<file path="src/rtl/multi_eq_controller.sv">
// BIST-gated sequencer: launches BIST with timeout/retry, then round-robins sel_eq
// across NUM_EQ equation channels with a configurable per-channel dwell.
module multi_eq_controller #(
    parameter int unsigned NUM_EQ       = 2,
    parameter int unsigned SEL_W        = 1,
    parameter int unsigned DWELL        = 1,
    parameter int unsigned CYC_W        = 3,
    parameter int unsigned BIST_TIMEOUT = 255,
    parameter int unsigned MAX_RETRY    = 2
) (
    input  logic             clk,
    input  logic             rst_n,
    input  logic             start,
    input  logic             stop,
    input  logic             bist_req,
    input  logic             bist_active,
    input  logic             bist_pass,
    output logic             start_bist,
    output logic             normal_active,
    output logic [SEL_W-1:0] sel_eq,
    output logic [CYC_W-1:0] cycle_count,
    output logic [1:0]       retry_count,
    output logic             bist_timeout,
    output logic             fault,
    output logic [2:0]       state_dbg
);

    localparam int unsigned TMR_W   = (BIST_TIMEOUT > 1) ? $clog2(BIST_TIMEOUT) : 1;
    localparam int unsigned DWELL_W = (DWELL > 1) ? $clog2(DWELL) : 1;

    typedef enum logic [2:0] {
        S_RESET      = 3'd0,
        S_LAUNCH     = 3'd1,
        S_WAIT_BIST  = 3'd2,
        S_WAIT_START = 3'd3,
        S_NORMAL_OP  = 3'd4,
        S_FAULT      = 3'd5
    } state_t;

    state_t             state, state_nxt;
    logic [TMR_W-1:0]   tmr, tmr_nxt;
    logic               seen, seen_nxt;
    logic [1:0]         retry_nxt;
    logic               to_nxt;
    logic [SEL_W-1:0]   sel_nxt;
    logic [DWELL_W-1:0] dwell, dwell_nxt;
    logic [CYC_W-1:0]   cyc_nxt;
    logic               bist_done;
    logic               tmr_expired;

    assign state_dbg = state;

    // State and datapath registers; decoded outputs are registered from the next state
    always_ff @(posedge clk) begin
        if (!rst_n) begin
            state         <= S_RESET;
            tmr           <= '0;
            seen          <= 1'b0;
            retry_count   <= 2'd0;
            bist_timeout  <= 1'b0;
            sel_eq        <= '0;
            dwell         <= '0;
            cycle_count   <= '0;
            start_bist    <= 1'b0;
            normal_active <= 1'b0;
            fault         <= 1'b0;
        end else begin
            state         <= state_nxt;
            tmr           <= tmr_nxt;
            seen          <= seen_nxt;
            retry_count   <= retry_nxt;
            bist_timeout  <= to_nxt;
            sel_eq        <= sel_nxt;
            dwell         <= dwell_nxt;
            cycle_count   <= cyc_nxt;
            start_bist    <= (state_nxt == S_LAUNCH);
            normal_active <= (state_nxt == S_NORMAL_OP);
            fault         <= (state_nxt == S_FAULT);
        end
    end

    // Completion outranks a coincident timeout
    assign bist_done   = seen && !bist_active;
    assign tmr_expired = (tmr == TMR_W'(BIST_TIMEOUT - 1));

    always_comb begin
        state_nxt = state;
        tmr_nxt   = tmr;
        seen_nxt  = seen;
        retry_nxt = retry_count;
        to_nxt    = bist_timeout;
        sel_nxt   = sel_eq;
        dwell_nxt = dwell;
        cyc_nxt   = cycle_count;

        case (state)
            S_RESET: state_nxt = S_LAUNCH;

            S_LAUNCH: begin
                tmr_nxt   = '0;
                seen_nxt  = 1'b0;
                state_nxt = S_WAIT_BIST;
            end

            S_WAIT_BIST: begin
                tmr_nxt = tmr + TMR_W'(1);
                if (bist_active) begin
                    seen_nxt = 1'b1;
                end
                if (bist_done && bist_pass) begin
                    retry_nxt = 2'd0;
                    state_nxt = S_WAIT_START;
                end else if (bist_done || tmr_expired) begin
                    if (!bist_done) begin
                        to_nxt = 1'b1;
                    end
                    if (32'(retry_count) < MAX_RETRY) begin
                        retry_nxt = (retry_count == 2'd3) ? 2'd3 : retry_count + 2'd1;
                        state_nxt = S_LAUNCH;
                    end else begin
                        state_nxt = S_FAULT;
                    end
                end
            end

            S_WAIT_START: begin
                if (stop) begin
                    state_nxt = S_WAIT_START;
                end else if (bist_req) begin
                    retry_nxt = 2'd0;
                    state_nxt = S_LAUNCH;
                end else if (start) begin
                    state_nxt = S_NORMAL_OP;
                end
            end

            S_NORMAL_OP: begin
                if (stop) begin
                    sel_nxt   = '0;
                    dwell_nxt = '0;
                    state_nxt = S_WAIT_START;
                end else begin
                    cyc_nxt = cycle_count + CYC_W'(1);
                    if (dwell == DWELL_W'(DWELL - 1)) begin
                        dwell_nxt = '0;
                        sel_nxt   = (sel_eq == SEL_W'(NUM_EQ - 1)) ? '0 : sel_eq + SEL_W'(1);
                    end else begin
                        dwell_nxt = dwell + DWELL_W'(1);
                    end
                end
            end

            S_FAULT: state_nxt = S_FAULT;

            default: state_nxt = S_RESET;
        endcase
    end

endmodule
</file>
<file path="config.mk">
export PLATFORM = sky130hd
export DESIGN_NAME = multi_eq_controller
export DESIGN_NICKNAME = d
export VERILOG_FILES = /design/src/rtl/multi_eq_controller.sv
export SDC_FILE = /design/constraint.sdc
export NUM_CORES = 1
export LEC_CHECK = 0
export BUFFER_PORTS_ARGS = -buffer_cell sky130_fd_sc_hd__clkbuf_2
export CAP_MARGIN = 20
export CORE_UTILIZATION = 58
export DETAILED_ROUTE_END_ITERATION = 6
export PLACE_DENSITY = 0.78
export SKIP_LAST_GASP = 1
export SLEW_MARGIN = 20
export SYNTH_ARGS = -nofsm -noshare
export SYNTH_HDL_FRONTEND = slang
export SYNTH_SLANG_ARGS = --single-unit
</file>
<file path="constraint.sdc">
create_clock -name clk -period 2.52 [get_ports clk]
set_clock_uncertainty 0.1 [all_clocks]
set_input_delay 0.504 -clock clk [delete_from_list [all_inputs] [get_ports clk]]
set_output_delay 0.504 -clock clk [all_outputs]
set_load 0.01 [all_outputs]
</file>
Word-level counts from Yosys, hierarchy flattened. Cells that the tools add are included.

Register bits after elaboration: 23. Bits of input ports: 7. Output and inout bits: 13. Word-level logic and storage cells: 71.

$add $sub $neg: 5. Magnitude comparators: 1. Equality and inequality tests: 16. Multiplexer cells: 23. Bitwise logic cells: 3. Reduce and logical (&&, ||, !) cells: 12.

Operator list (number): $mux 3 (7); $pmux 3 s6 (1); $pmux 8 s2 (1); $eq 3x3->1 const B (4); $mux 2 (6); $add 8x1->8 const B (1); $eq 8x8->1 const B (1); $ne 2x2->1 const B (4); $eq 3x1->1 const B (2); $eq 3x2->1 const B (2); $mux 1 (6); $ne 3x3->1 const B (2); $reduce_and 2->1 (3); $reduce_and 5->1 (1); $pmux 2 s2 (1); $reduce_and 4->1 (1); $reduce_bool 2->1 (2); $add 3x1->3 const B (1); $logic_not 3->1 (1); $not 1->1 (3); $add 1x1->1 const B (2); $add 2x1->2 const B (1); $eq 2x2->1 const B (1); $logic_and 1x1->1 (2); other kinds (4) (4).

Logic depth before layout (Yosys ltp).
Depth in word-level cells: 7. Mapped depth: 6. Depth with buffers taken out: 6.

Worst setup path after synthesis. No wires, ideal clock.

Path kind: input to register. From: input bist_active. To: register start_bist. Library setup time: 73 ps. Data arrival time: 1512 ps. Required time: 2347 ps. Slack: 835 ps. Cell stages on the path: 4. Path buffers: 0. Cells stage by stage: and2b_1 > nor4_4 > a2111oi_2 > nor3b_2.

Word-level cells in the longest chain between the ends: 7. Elaborated cells on any way between the ends: 8. Those cells by class: eq/ne: 1; mux: 3; reduce/logical: 4.

RTL lines: start: declaration (RTL line 16) `input logic bist_active,`; $logic_not 1->1 (*) (RTL line 83) `assign bist_done = seen && !bist_active;`; $logic_and 1x1->1 (*) (RTL line 83); $logic_or 1x1->1 (RTL line 113) `end else if (bist_done || tmr_expired) begin`; $mux 3 (RTL line 113); $mux 3 (*) (RTL line 110) `if (bist_done && bist_pass) begin`; $pmux 3 s6 (*) (RTL line 96) `case (state)`; $eq 3x1->1 (*) (RTL line 76) `start_bist <= (state_nxt == S_LAUNCH);`; end signal: assignment (RTL line 76); end: declaration (RTL line 18) `output logic start_bist,`.

Every way passes the cells marked *; elsewhere a longest branch is shown, timed or not. A chain may end at the register's enable or synchronous reset.

Worst setup path after layout.
From: register state[0] (netlist: state_dbg[0]). To: register start_bist.

Word-level cells in the longest chain between the ends: 5. Elaborated cells on any way between the ends: 14. Those cells by class: eq/ne: 6; mux: 7; reduce/logical: 1.

RTL lines: start: declaration (RTL line 40) `state_t state, state_nxt;`; start signal: assignment (RTL line 68) `state <= state_nxt;`; $mux 3 (RTL line 132) `end else if (start) begin`; $mux 3 (RTL line 129) `end else if (bist_req) begin`; $mux 3 (RTL line 127) `if (stop) begin`; $pmux 3 s6 (*) (RTL line 96); $eq 3x1->1 (*) (RTL line 76).

Marks and branches as above.

==> flow_metrics.py <==
metrics = {
    "run_status": {
        "status": "finished clean",
    },
    "global_route": {
        "overflow": 0,
        "grt_pass1_vias": 869,
        "grt_use_total": 0.241,
        "antenna_found_initial": 0,
        "grt_pass1_wl_mm": 3.80,
        "grt_max_degree": 19,
    },
    "clock_network": {
        "clkTransAtPathRegs_ns": 0.12,
        "cts_made_buffers": 3,
        "clk_latency_ns": 0.31,
        "cts.sinks": 22,
        "ctsResizeCount": 0,
        "cts_hold_buf": 0,
        "cts_root_buffer": "clkbuf_4",
        "htreeDepth": 1,
        "postCtsSetupRepairBufs": 0,
        "cts_tree": "built",
        "clock_path_buffers": 2,
    },
    "setup_path": {
        "cp_cell_sequence": "or3b_4, nor4_4, a2111oi_2, nor3b_2",
        "rr_worst_depth": 4,
        "crit_path_end_kind": "flop",
        "cp_max_fo": 13,
        "cpPeakStageDelay_ns": 0.64,
        "r2r_slack_ns": 0.62,
        "worstSetupEndpoint": "start_bist",
        "critPathRequiredTime_ns": 2.68,
        "start_kind": "flop",
        "r2r_end": "start_bist",
        "path_class": "reg -> reg",
        "cp.arrival_ns": 2.06,
        "critPathSlowestCell": "dfxtp_1",
        "r2r_start": "state_dbg[0]",
        "critPathLaunch": "state_dbg[0]",
    },
    "synthesis": {
        "ys.flop_type": "dfxtp_1",
        "ys_seq_elements": 22,
        "synth_cell_types": 51,
        "ys_seq_area_frac": 0.367,
        "syn_nets": 140,
        "synth-edff-count": 0,
        "syn_area_sq_mm": 0.00120,
        "synthArstFlopShare": 0,
        "synth_cells": 130,
        "synth.avg_cell_area_sq_um": 9.24,
        "ys_warn_count": 0,
    },
    "timing": {
        "max_slew.worst_pin.slew_ns": 0.516,
        "rsz0062_at_grt": "no",
        "hold_ws_ns": 0.371,
        "setup-violations-final": 0,
        "fin_crit_ns": 1.90,
        "hold_viol_final": 0,
        "maxSlewViolCount": 0,
        "fin_setup_tns_ns": 0,
        "slew_headroom": 0.655,
        "min_period_over_period": 0.756,
        "worst_slack_ns": 0.615,
        "fmax_mhz": 525,
    },
    "cells_and_area": {
        "fillers": 186,
        "seqCellArea_sq_um": 440,
        "final_area_sq_mm": 0.00134,
        "multi_input_area_sq_um": 708,
        "final_nets": 160,
        "antenna_cells": 0,
        "syn2layout_area_growth_pct": 11.6,
        "drive_gt1_frac": 0.262,
    },
    "route": {
        "ant_nets": 0,
        "first_pass_iters": 4,
        "vias": 1026,
        "drt-vias-per-instance": 5.83,
        "drt_iter0_markers": 36,
        "wl_per_cell_um": 13.8,
        "drc": 0,
        "drt_wl_total_mm": 2.42,
    },
    "flow_run": {
        "cap_viol_max_count": 0,
    },
    "die": {
        "std_cell_rows": 16,
        "die_height_um": 47.5,
        "io_pins": 20,
        "fp.dieW_um": 47.5,
        "coreArea_sq_mm": 0.00196,
        "die_area_sq_mm": 0.00226,
        "start_util": 0.612,
    },
    "placement": {
        "io_buffers": 19,
        "dp_hpwl_mm": 1.82,
        "gp_congestion": 0.796,
        "dpl_cell_area_sq_mm": 0.00130,
        "place_ws_ns": 0.634,
    },
    "min_path": {
        "hp-class": "in -> reg",
        "holdPathStages": 3,
        "worstHoldStart": "bist_active",
    },
    "pwr": {
        "power.static_leakage_nw": 0.490,
        "peakVddDrop_uv": 470,
        "power-per-cell-area_mw_per_mm2": 561,
    },
}
-- Yosys cell counts, types with 3 or more instances --
library cell / count / area share
nor2_1: 16 / 0.050
o211ai_1: 4 / 0.025
nand4_1: 3 / 0.016
nor3_1: 3 / 0.012
ha_1: 3 / 0.031
o21ai_0: 4 / 0.017
nand2_1: 11 / 0.034
a21oi_1: 8 / 0.033
dfxtp_1: 22 / 0.37
inv_1: 4 / 0.012
a211oi_1: 3 / 0.019
-- per-layer routing --
metal,vias to the layer above,track usage,part of all wire
met4,0,0.0857,0.014
li1,512,-,-
met2,16,0.422,0.50
met3,5,0.0453,0.026
met1,493,0.292,0.46
met5,-,0,0
-- state kept, by name, indices dropped and copies added, names as in the netlist, 2 cells and up --
name / flops
state_dbg: 3
retry_count: 2
tmr: 8
cycle_count: 3
-- cells in the final DEF, fill, tap and decap left out, types with 2 or more instances in the layout --
cell	Yosys	layout
a211oi_1	3	3
a21oi_1	8	8
a31oi_1	2	2
clkbuf_2	0	19
clkbuf_4	1	3
dfxtp_1	22	22
ha_1	3	3
inv_1	4	4
mux2_2	2	2
nand2_1	11	11
nand2b_1	2	2
nand3_1	2	2
nand4_1	3	3
nor2_1	16	16
nor3_1	3	3
nor3b_2	2	2
o211ai_1	4	4
o21ai_0	4	4
o21ai_1	2	2
o311ai_0	2	2
or3_1	2	2
or4_1	2	2
-- cell type report --
| class | instances | area share |
|---|---|---|
| Clock buffer | 4 | 0.0271 |
| Inverter | 5 | 0.0140 |
| Multi-Input combinational cell | 98 | 0.528 |
| Sequential cell | 22 | 0.329 |
| Tap cell | 27 | 0.0252 |
| Timing Repair Buffer | 20 | 0.0766 |
-- worst max-delay path, delay by kind of cell, from the launching register on --
family           cells  cell delay (ns)
AO/OA/AOI/OAI        1             0.54
flip-flops           1             0.64
AND/OR/NAND/NOR      3             0.57
-- where the power goes --
group	internal [W]	switching (W)	total (W)
logic	0.0000665	0.0000907	0.000157
registers	0.000366	0.0000330	0.000399
clock network	0.0000884	0.000108	0.000196
-- through the flow --
step	instances	utilization	total power [W]
2_1_floorplan	130	-	0.000522
3_3_place_gp	172	0.665	0.000558
3_5_place_dp	172	0.665	0.000564
4_1_cts	176	0.683	0.000754
5_1_grt	176	0.683	0.000792
6_report	176	0.683	0.000752
-- cell families (layout without fill, tap and decap cells) --
group | Yosys count | count (layout) | share of synthesized area
AOI/OAI and AO/OA | 29 | 29 | 0.166
xor gates and xnor gates | 2 | 2 | 0.0146
adders and majority gates | 3 | 3 | 0.0313
buffers and inverters | 10 | 29 | 0.0437
DFF | 22 | 22 | 0.367
muxes | 3 | 3 | 0.0271
and+or+nand+nor | 61 | 61 | 0.351
-- worst min path at each step --
stage,endpoint
3_3_place_gp,sel_eq
2_1_floorplan,tmr[0]
3_5_place_dp,sel_eq
4_1_cts,seen
6_report,seen
5_1_grt,seen
Power figures use the tool's default switching activity.
